**src/rtl/xbar_ctx_sequencer.sv**
```systemverilog
// Crossbar context sequencer: steps through a small memory of encoded select/bypass
// words and drives the router's one-hot crossbar selects, regbypass and exec strobe.
//
// state | meaning
// IDLE  | context memory writable, waiting for start
// RUN   | presenting one context per unstalled cycle
module xbar_ctx_sequencer #(
    parameter int NUM_PORTS   = 7,
    parameter int NUM_CTX     = 16,
    parameter int LOG_NUM_CTX = $clog2(NUM_CTX),
    parameter int CFG_WIDTH   = 32
) (
    input  logic                                  clk_g_0,
    input  logic                                  reset,
    input  logic                                  i__cfg_wr_en,
    input  logic [LOG_NUM_CTX-1:0]                i__cfg_wr_addr,
    input  logic [CFG_WIDTH-1:0]                  i__cfg_wr_data,
    output logic                                  o__cfg_wr_ready,
    input  logic                                  i__start,
    input  logic [LOG_NUM_CTX-1:0]                i__ctx_last,
    input  logic [15:0]                           i__iter_count,
    input  logic                                  i__stall,
    input  logic                                  i__abort,
    output logic [NUM_PORTS-1:0][NUM_PORTS-1:0]   o__xbar_sel,
    output logic [3:0]                            o__regbypass,
    output logic                                  o__start_exec_shifted,
    output logic [LOG_NUM_CTX-1:0]                o__ctx_ptr,
    output logic                                  o__busy,
    output logic                                  o__done,
    output logic                                  o__cfg_err
);

    typedef enum logic {IDLE, RUN} state_t;

    state_t                              state_q, state_d;
    logic [CFG_WIDTH-1:0]                mem [NUM_CTX];
    logic [LOG_NUM_CTX-1:0]              rd_ptr;
    logic [LOG_NUM_CTX-1:0]              ctx_last;
    logic [15:0]                         iter_count;
    logic [15:0]                         iter_cnt;
    logic                                fin_q;
    logic [CFG_WIDTH-1:0]                word;
    logic [NUM_PORTS-1:0][NUM_PORTS-1:0] sel_d;
    logic                                dec_err;
    logic                                wrap;
    logic                                do_start, do_step, do_clear, finish;

    assign o__cfg_wr_ready = (state_q == IDLE);
    assign o__busy         = (state_q == RUN);
    assign wrap            = (rd_ptr == ctx_last);

    always_ff @(posedge clk_g_0) begin
        if (i__cfg_wr_en && state_q == IDLE)
            mem[i__cfg_wr_addr] <= i__cfg_wr_data;
    end

    // Each 4-bit field is {en, idx}; idx 7 with en set is a programming error.
    always_comb begin
        word    = mem[rd_ptr];
        sel_d   = '0;
        dec_err = 1'b0;
        for (int j = 0; j < NUM_PORTS; j++) begin
            if (word[4*j+3]) begin
                if (word[4*j +: 3] == 3'd7)
                    dec_err = 1'b1;
                else
                    sel_d[j] = NUM_PORTS'(1) << word[4*j +: 3];
            end
        end
    end

    always_comb begin
        state_d  = state_q;
        do_start = 1'b0;
        do_step  = 1'b0;
        do_clear = 1'b0;
        finish   = 1'b0;
        case (state_q)
            IDLE: begin
                if (i__start) begin
                    state_d  = RUN;
                    do_start = 1'b1;
                end
            end
            RUN: begin
                // The final context stays up for exactly one cycle, then outputs clear.
                if (i__abort || fin_q) begin
                    state_d  = IDLE;
                    do_clear = 1'b1;
                end else if (!i__stall) begin
                    do_step = 1'b1;
                    finish  = wrap && (iter_count != 16'd0) &&
                              (16'(iter_cnt + 16'd1) == iter_count);
                end
            end
            default: state_d = IDLE;
        endcase
    end

    always_ff @(posedge clk_g_0) begin
        if (reset) begin
            state_q               <= IDLE;
            o__xbar_sel           <= '0;
            o__regbypass          <= '0;
            o__start_exec_shifted <= 1'b0;
            o__ctx_ptr            <= '0;
            o__done               <= 1'b0;
            o__cfg_err            <= 1'b0;
            fin_q                 <= 1'b0;
            rd_ptr                <= '0;
            ctx_last              <= '0;
            iter_count            <= '0;
            iter_cnt              <= '0;
        end else begin
            state_q <= state_d;
            o__done <= 1'b0;
            if (do_start) begin
                ctx_last   <= i__ctx_last;
                iter_count <= i__iter_count;
                rd_ptr     <= '0;
                iter_cnt   <= '0;
                o__cfg_err <= 1'b0;
                fin_q      <= 1'b0;
            end
            if (do_clear) begin
                o__xbar_sel           <= '0;
                o__regbypass          <= '0;
                o__start_exec_shifted <= 1'b0;
                o__ctx_ptr            <= '0;
                fin_q                 <= 1'b0;
            end
            if (do_step) begin
                o__xbar_sel           <= sel_d;
                o__regbypass          <= word[CFG_WIDTH-1 -: 4];
                o__start_exec_shifted <= 1'b1;
                o__ctx_ptr            <= rd_ptr;
                o__done               <= finish;
                fin_q                 <= finish;
                if (dec_err)
                    o__cfg_err <= 1'b1;
                if (wrap) begin
                    rd_ptr   <= '0;
                    iter_cnt <= iter_cnt + 16'd1;
                end else begin
                    rd_ptr <= rd_ptr + 1'b1;
                end
            end
        end
    end

endmodule

```
**config.mk**
```make
export PLATFORM = sky130hd
export DESIGN_NAME = xbar_ctx_sequencer
export DESIGN_NICKNAME = d
export VERILOG_FILES = /design/src/rtl/xbar_ctx_sequencer.sv
export SDC_FILE = /design/constraint.sdc
export NUM_CORES = 1
export LEC_CHECK = 0
export CORE_MARGIN = 2
export CORE_UTILIZATION = 60
export DETAILED_ROUTE_END_ITERATION = 6
export DONT_BUFFER_PORTS = 1
export PLACE_DENSITY = 0.77
export SLEW_MARGIN = 15
export SYNTH_ARGS = -nofsm -noshare
export SYNTH_HDL_FRONTEND = slang
export SYNTH_SLANG_ARGS = --single-unit
```
**constraint.sdc**
```tcl
create_clock -name clk_g_0 -period 5.7 [get_ports clk_g_0]
set_input_delay 1.71 -clock clk_g_0 [delete_from_list [all_inputs] [get_ports clk_g_0]]
set_output_delay 1.71 -clock clk_g_0 [all_outputs]
set_load 0.01 [all_outputs]
```
# Word-level counts from Yosys, hierarchy flattened
# Memory sizes are Yosys's and may differ from the RTL's. A register that Yosys moved wholly into a read port is not among the register bits.
# Index checks and enable logic that the tools add are counted.
[classes]
reduce_logical = 9
shift = 7
n_bitwise = 2
n_eq_ne = 9
addsub = 2
n_mux = 63
[ops]
columns = ["op", "count"]
rows = [
  ["49-bit 2-to-1 mux", 2],
  ["7-bit 2-to-1 mux", 14],
  ["1-bit by 3-bit left shift with 7-bit output, first input constant", 7],
  ["16-bit 2-to-1 mux", 3],
  ["1-bit 2-to-1 mux", 35],
  ["4-bit 2-to-1 mux", 8],
  ["3-bit equality test, second input constant", 7],
  ["16-bit by 1-bit adder with 16-bit output, second input constant", 1],
  ["16-bit equality test", 1],
  ["16-bit nonzero test", 1],
  ["4-bit by 1-bit adder with 4-bit output, second input constant", 1],
  ["4-bit equality test", 1],
  ["2-bit nonzero test", 2],
  ["1-bit logical AND", 3],
  ["3-bit nonzero test", 1],
  ["1-bit inverter", 2],
  ["1-bit one-hot mux with 2 select lines", 1],
  ["2-bit OR reduction", 1],
  ["1-bit logical OR", 1],
]
[totals]
in_bits = 62
mem_count = 1
output_inout_bits = 62
ff_bits = 102
word_cells = 111
ramBits = 512
[memory_table]
columns = ["name", "words", "width", "read_ports", "rd_ports_with_merged_regs", "wr", "line_no", "rtl"]
rows = [
  ["mem", 16, 32, 1, 1, 1, "36", "logic [CFG_WIDTH-1:0] mem [NUM_CTX];"],
]

# Depth between registers and ports, before layout
# Gate-level depths: netlist of run 1.
[logic_depth]
ltp_word = 17
ltp_mapped = 10
depth_no_buf = 8

# Worst setup path before layout of run 1
# No wires, ideal clock.
[synth_timing]
path_kind = "input to register"
start = "in i__cfg_wr_en"
end = "mem mem[4][0], enable pin"
arrival_ns = 4.471
t_required_ns = 5.239
path_slack_ns = 0.768
stages = 3
path_buffers = 0
setup_ns = 0.461
cell_sequence = "nand2_1 > or3b_2 > nor3_1"
[synth_between]
elab_chain_len = 3
[synth_rtl]
columns = ["item", "line_no", "rtl"]
rows = [
  ["from (decl)", "15", "input logic i__cfg_wr_en,"],
  ["1-bit logical AND", "53", "if (i__cfg_wr_en && state_q == IDLE)"],
  ["1-bit 2-to-1 mux", "53", ""],
  ["1-bit 2-to-1 mux (implied by the code)", "54", "mem[i__cfg_wr_addr] <= i__cfg_wr_data;"],
  ["to (decl)", "36", ""],
]
# No other way between the ends.

# Final worst setup path of run 1
[layout_timing]
start = "in i__abort"
end = "reg fin_q"
[layout_between]
elab_chain_len = 5
word_cells_on_any_way = 10
classes_between = "mux: 8; reduce/logical: 2"
[layout_rtl]
columns = ["item", "line_no", "rtl"]
rows = [
  ["from (decl)", "23", "input logic i__abort,"],
  ["1-bit logical OR *", "87", "if (i__abort || fin_q) begin"],
  ["1-bit 2-to-1 mux", "87", ""],
  ["1-bit 2-to-1 mux", "78", "case (state_q)"],
  ["1-bit 2-to-1 mux", "125", "if (do_clear) begin"],
  ["1-bit 2-to-1 mux", "132", "if (do_step) begin"],
  ["to (signal assigned)", "138", "fin_q <= finish;"],
  ["to (decl)", "41", "logic fin_q;"],
]
# Every way passes the cells marked *; elsewhere a longest branch is shown, timed or not.
# A chain may end at the register's enable or synchronous reset.

==> results of run 1 <==
## cell type report
| cell class | instances | area (sq um) | area share |
|---|---|---|---|
| sequential | 618 | 17500 | 0.659 |
| multi-input combinational | 651 | 6060 | 0.228 |
| clock buffer | 89 | 1790 | 0.0673 |
| tap | 518 | 648 | 0.0244 |
| clock inverter | 21 | 292 | 0.0110 |
| timing repair buffer | 30 | 238 | 0.00895 |
| inverter | 6 | 22.5 | 0.000848 |
## cell usage in the layout (no fill, tap or decap), drive strengths merged, types with 3 or more instances in the layout
| master | count |
|---|---|
| edfxtp | 512 |
| mux4 | 129 |
| nand2 | 125 |
| dfxtp | 106 |
| clkbuf | 89 |
| nor2 | 59 |
| a21oi | 50 |
| o21ai | 48 |
| a22oi | 30 |
| a22o | 30 |
| buf | 30 |
| xnor2 | 19 |
| nand3 | 18 |
| nand2b | 14 |
| nor2b | 13 |
| mux2i | 12 |
| nand4 | 10 |
| or3 | 10 |
| nor3 | 10 |
| xor2 | 9 |
| and2 | 9 |
| clkinv | 9 |
| o31ai | 8 |
| a221oi | 8 |
| bufinv | 7 |
| inv | 7 |
| nor4 | 6 |
| clkinvlp | 4 |
| and3 | 3 |
| a31oi | 3 |
| a211oi | 3 |
## logic make-up (layout without fill, tap and decap cells)
group	Yosys count	after routing	share of synthesized area
DFF	618	618	0.735
and+or+nand+nor	288	288	0.0562
AOI/OAI and AO/OA	191	191	0.0540
buffers and inverters	68	146	0.0156
xor gates and xnor gates	28	28	0.0103
muxes	142	142	0.128
adders and majority gates	2	2	0.00105
## critical path, delay by kind of cell
| family | cells | cell delay, ns |
|---|---|---|
| AND/OR/NAND/NOR | 5 | 1.86 |
| AO/OA/AOI/OAI | 2 | 0.61 |
## path summary, 6_finish.rpt
path	to	slack, ns
worst max-delay path	fin_q$_SDFFE_PP0P_	2.07
worst min-delay path	ctx_last[2]$_SDFFE_PP0P_	0.46
worst max register to register	o__cfg_err$_SDFF_PP0_	2.09
worst min register to register	ctx_last[2]$_SDFFE_PP0P_	0.46
## through the flow
stage                     cells  worst slack, ns  utilization  power, uW
after global routing       1933             1.77        0.682       9470
after global placement     1823             1.49        0.629       5220
after detailed placement   1823             1.44        0.629       5230
after floorplan            1337            0.768            -       5180
after CTS                  1933             2.06        0.682       9290
final                      1933             2.07        0.682       9250
## power groups by stage
stage	Clock, uW	Combinational, uW	Sequential (uW)
6_report	4110	172	4960
2_1_floorplan	0	127	5050
3_3_place_gp	0	166	5060
5_1_grt	4320	185	4970
3_5_place_dp	0	170	5060
4_1_cts	4150	172	4960
## registers in the layout, summed over array words and instances (netlist names), named ones only
signal and count:
o__start_exec_shifted 1, o__regbypass 4, o__xbar_sel 49, fin_q 1, iter_count 16, o__done 1, ctx_last 4, mem 512
o__ctx_ptr 4, o__busy 1, o__cfg_err 1, iter_cnt 16, rd_ptr 4
## per-layer routing
metal,part of all wire,vias to the layer above
li1,-,5399
met1,0.39,6625
met2,0.48,702
met3,0.10,102
met4,0.025,0
met5,0,-
==> results.py, run 1 <==
metrics = {
    "logic_synthesis": {
        "ys_types": 58,
        "syn_area_per_cell_sq_um": 17.8,
        "yosys-top-cells-area": "edfxtp_1 65%, mux4_2 12%, dfxtp_1 8.9%",
        "yosysMostFrequentCell": "edfxtp_1",
        "synth_ff_type": "edfxtp_1",
        "ys_seq_elements": 618,
        "synth_commonest_cells": "512 x edfxtp_1, 128 x mux4_2, 125 x nand2_1",
        "ys_async_sr_fraction": 0,
        "synthesis.nets": 1401,
        "synth-seq-area-share": 0.735,
        "synth.top_cell.area_share": 0.646,
        "synth-edff-count": 512,
        "syn_inst": 1337,
        "syn_area_sq_mm": 0.0238,
        "yosys_warnings": 0,
        "yosysTopAreaCell": "edfxtp_1",
    },
    "timing": {
        "slew_viol_final": 0,
        "finalSetupViolCount": 0,
        "slew_headroom": 0.267,
        "min_period_ns": 3.63,
        "hold_viol": 0,
        "max_freq_ghz": 0.275,
        "period_share": 0.637,
        "worst_pin_slew_ns": 1.10,
        "rsz0062_at_grt": "false",
        "tns_ns": 0,
        "hold_slack_ns": 0.464,
        "finClkSkew_ns": 0.0175,
    },
    "global_route": {
        "gr-usage-all-layers": 0.271,
        "antenna_found_initial": 0,
        "grt_busiest_layer": "met2",
        "grt_overflow_total": 0,
        "grt_pass1_vias": 12800,
        "grt_pass1_wl_mm": 82.0,
        "grt_max_degree": 54,
        "use_met2": 0.435,
        "met1_usage": 0.372,
        "gr-usage-met3": 0.0711,
    },
    "worst_setup_path": {
        "crit_slowest_cell": "nor2_2",
        "cp_common_cell": "nand4_1",
        "path_cells": "or4b_4, nor2_2, nand4_1, a2111oi_0, nand4_1, nor4b_2, a31o_1",
        "slowest_delay_ns": 0.65,
        "crit_required_ns": 6.25,
        "rr_worst_depth": 8,
        "cp-start-kind": "input port",
        "crit_start": "i__abort",
        "path_class": "in -> reg",
        "cp.arrival_ns": 4.18,
        "endpoint_kind": "register",
        "path_max_fanout": 13,
    },
    "clocking": {
        "numCtsBuffers": 58,
        "cts-resized-gates": 0,
        "clock_latency_ns": 0.61,
        "clockBufferDepth": 3,
        "cts-root-buf": "clkbuf_16",
        "clkTransAtPathRegs_ns": 0.07,
        "cts.hold.buffers_added": 0,
        "clock_sinks": 618,
        "h-tree-depth": 2,
        "cts_tree": "yes",
        "cts_setup_buffers": 0,
    },
    "worst_hold_path": {
        "hold_start": "ctx_last[2]$_SDFFE_PP0P_",
        "min_path_cells": 2,
        "min_path_type": "reg -> reg",
    },
    "power_and_ir_drop": {
        "powerDensity_mw_per_mm2": 348,
        "vdd_drop_max_v": 0.000352,
        "leakage_uw": 0.00835,
        "netSwitchingFraction": 0.192,
        "switchingPower_uw": 1770,
        "seqPwrFrac": 0.537,
        "clock_power_share": 0.445,
        "combPwrFrac": 0.019,
        "p_int_uw": 7480,
    },
    "drt": {
        "viasPerCell": 6.64,
        "dr.pass1.iters": 5,
        "routed_wirelength_mm": 54.9,
        "routedWlPerCell_microns": 28.4,
        "drcViolationCount": 0,
        "first_iter_violations": 1305,
        "ant_nets": 0,
        "vias": 12800,
    },
    "cells_and_area": {
        "fin_area_sq_mm": 0.0266,
        "layout-area-overhead-vs-synth_pct": 11.6,
        "drive_above_1_share": 0.205,
        "fillers": 2425,
        "diodes": 0,
        "finalNetCount": 1429,
    },
    "place": {
        "routabilityCongestion": 0.845,
        "portBuffers": 0,
        "place_hpwl_mm": 31.3,
        "place_area_sq_mm": 0.0245,
    },
    "floorplan": {
        "start_util": 0.612,
        "rows": 72,
        "die_area_sq_mm": 0.0413,
        "fp.coreArea_sq_mm": 0.0389,
        "die_h_microns": 203,
        "io_pins": 124,
        "dieWidth_microns": 203,
    },
    "status": {
        "status": "complete, no violations",
    },
    "job": {
        "cap_violations": 0,
    },
}
(Power assumes the default switching activity.)
==> run 2, diff against run 1 <==
==> constraint.sdc (replaced) <==
create_clock -name clk_g_0 -period 3.8 [get_ports clk_g_0]
set_input_delay 1.14 -clock clk_g_0 [delete_from_list [all_inputs] [get_ports clk_g_0]]
set_output_delay 1.14 -clock clk_g_0 [all_outputs]
set_load 0.01 [all_outputs]
==> results.py, run 2 (synthesis gave the netlist of run 1 again) <==
metrics = {
    "status": {
        "status": "complete, no violations",
    },
    "cells_and_area": {
        "largest_register_ff_count": 512,
        "layout_commonest_cell": "edfxtp_1",
        "drive_above_1_share": 0.206,
        "layout-area-overhead-vs-synth_pct": 11.9,
        "layout.cells.non_filler": 1947,
        "diodes": 0,
        "final_cell_mix": "512 x edfxtp_1, 128 x mux4_2, 125 x nand2_1",
        "regMostFlops": "mem",
        "utilization": 0.684,
        "finalNetCount": 1443,
        "top_regs": "mem x512, o__xbar_sel x49",
    },
    "place": {
        "dpl_worst_slack_ns": 0.733,
        "routabilityCongestion": 0.876,
        "place_hpwl_mm": 32.0,
        "portBuffers": 0,
        "dp.cells": 1837,
    },
    "global_route": {
        "antenna_found_initial": 1,
        "grt_max_degree": 59,
        "grt_overflow_total": 0,
        "grt_pass1_vias": 13100,
        "grt_pass1_wl_mm": 82.5,
        "gr-usage-all-layers": 0.274,
    },
    "drt": {
        "first_iter_violations": 1495,
        "routedWlPerCell_microns": 28.0,
        "dr.pass1.iters": 5,
        "ant_nets": 0,
        "vias": 12800,
        "drcViolationCount": 0,
        "routed_wirelength_mm": 54.6,
        "viasPerCell": 6.57,
    },
    "worst_setup_path": {
        "path_depth": 8,
        "cp-start-kind": "register",
        "path_cells": "buf_12, buf_4, mux4_2, a22oi_1, nand2_1, nand4_1, nand4_1, o41a_1",
        "endpoint": "o__cfg_err$_SDFF_PP0_",
        "crit_required_ns": 4.30,
        "reg2reg_to": "o__cfg_err$_SDFF_PP0_",
        "crit_buf_inv": 2,
        "cp.arrival_ns": 3.61,
        "slowest_delay_ns": 0.69,
        "crit_slowest_cell": "dfxtp_4",
        "crit_family": "compound AO/OA/AOI/OAI gates",
        "cp_common_cell": "nand4_1",
        "rr_worst_depth": 8,
        "reg2reg_slack_ns": 0.69,
        "path_class": "reg -> reg",
        "path_max_fanout": 26,
        "endpoint_kind": "register",
    },
    "power_and_ir_drop": {
        "powerDensity_mw_per_mm2": 508,
        "leakage_uw": 0.00839,
        "vdd_drop_max_v": 0.000378,
    },
    "worst_hold_path": {
        "min_path_cells": 2,
        "min_path_type": "reg -> reg",
    },
    "timing": {
        "period_share": 0.818,
        "tns_ns": 0,
        "max_freq_ghz": 0.322,
        "slew_viol_final": 0,
        "finClkSkew_ns": 0.0305,
        "hold_viol": 0,
        "worst_pin_slew_ns": 0.919,
        "slew_headroom": 0.381,
        "min_period_ns": 3.11,
        "rsz0062_at_grt": "false",
        "timing.final.ws_setup_ns": 0.693,
        "finalSetupViolCount": 0,
    },
    "clocking": {
        "clkTransAtPathRegs_ns": 0.07,
        "clock_sinks": 618,
        "cts_tree": "yes",
        "cts_setup_buffers": 0,
        "clock_latency_ns": 0.62,
        "cts-resized-gates": 0,
        "h-tree-depth": 2,
        "clockBufferDepth": 3,
        "cts.hold.buffers_added": 0,
        "cts-root-buf": "clkbuf_16",
        "numCtsBuffers": 58,
    },
    "floorplan": {
        "fp.coreArea_sq_mm": 0.0389,
        "io_pins": 124,
        "rows": 72,
        "die_area_sq_mm": 0.0413,
        "start_util": 0.612,
        "dieWidth_microns": 203,
        "die_h_microns": 203,
    },
    "job": {
        "cap_violations": 0,
    },
}
[run 2: power by group]
group	switching [uW]	total [uW]	internal, uW
sequential	37.7	7440	7410
clock	2400	5810	3410
combinational	171	269	97.5
total	2610	13500	10900
[run 2: layer usage]
layer,track usage,vias up,part of all wire
li1,-,5414,-
met1,0.371,6604,0.38
met2,0.450,684,0.50
met3,0.0582,88,0.096
met4,0.0902,0,0.025
met5,0,-,0
[run 2: layout make-up]
class | instances | area [sq um]
fillers | 2417 | 12300
clock inverters | 11 | 108
inverters | 6 | 22.5
repair buffers | 44 | 405
clock buffers | 99 | 1840
flip-flops and latches | 618 | 17500
well taps | 518 | 648
multi-input cells | 651 | 6090
[run 2: stage by stage]
| stage | power [uW] | hold WS (ns) | instance area [sq um] |
|---|---|---|---|
| finish | 13500 | 0.460 | 26600 |
| CTS | 13600 | 0.462 | 26600 |
| floorplan | 7770 | 0.448 | 23800 |
| detailed placement | 7850 | 0.454 | 24700 |
| global placement | 7850 | 0.449 | 24700 |
| global route | 13900 | 0.489 | 26600 |
[run 2: how the worst min path moves through the flow]
| stage | slack, ns | end | from |
|---|---|---|---|
| 2_1_floorplan | 0.45 | ctx_last[0]$_SDFFE_PP0P_ | ctx_last[0]$_SDFFE_PP0P_ |
| 3_3_place_gp | 0.45 | ctx_last[3]$_SDFFE_PP0P_ | ctx_last[3]$_SDFFE_PP0P_ |
| 3_5_place_dp | 0.45 | ctx_last[3]$_SDFFE_PP0P_ | ctx_last[3]$_SDFFE_PP0P_ |
| 4_1_cts | 0.46 | ctx_last[3]$_SDFFE_PP0P_ | ctx_last[3]$_SDFFE_PP0P_ |
| 5_1_grt | 0.49 | ctx_last[3]$_SDFFE_PP0P_ | ctx_last[3]$_SDFFE_PP0P_ |
| 6_report | 0.46 | ctx_last[3]$_SDFFE_PP0P_ | ctx_last[3]$_SDFFE_PP0P_ |
[run 2: tightest hold or removal path, cell delays in order, from the launching register on]
cell and delay [ns]:
dfxtp_1 0.32, nand2_1 0.05, a21oi_1 0.05
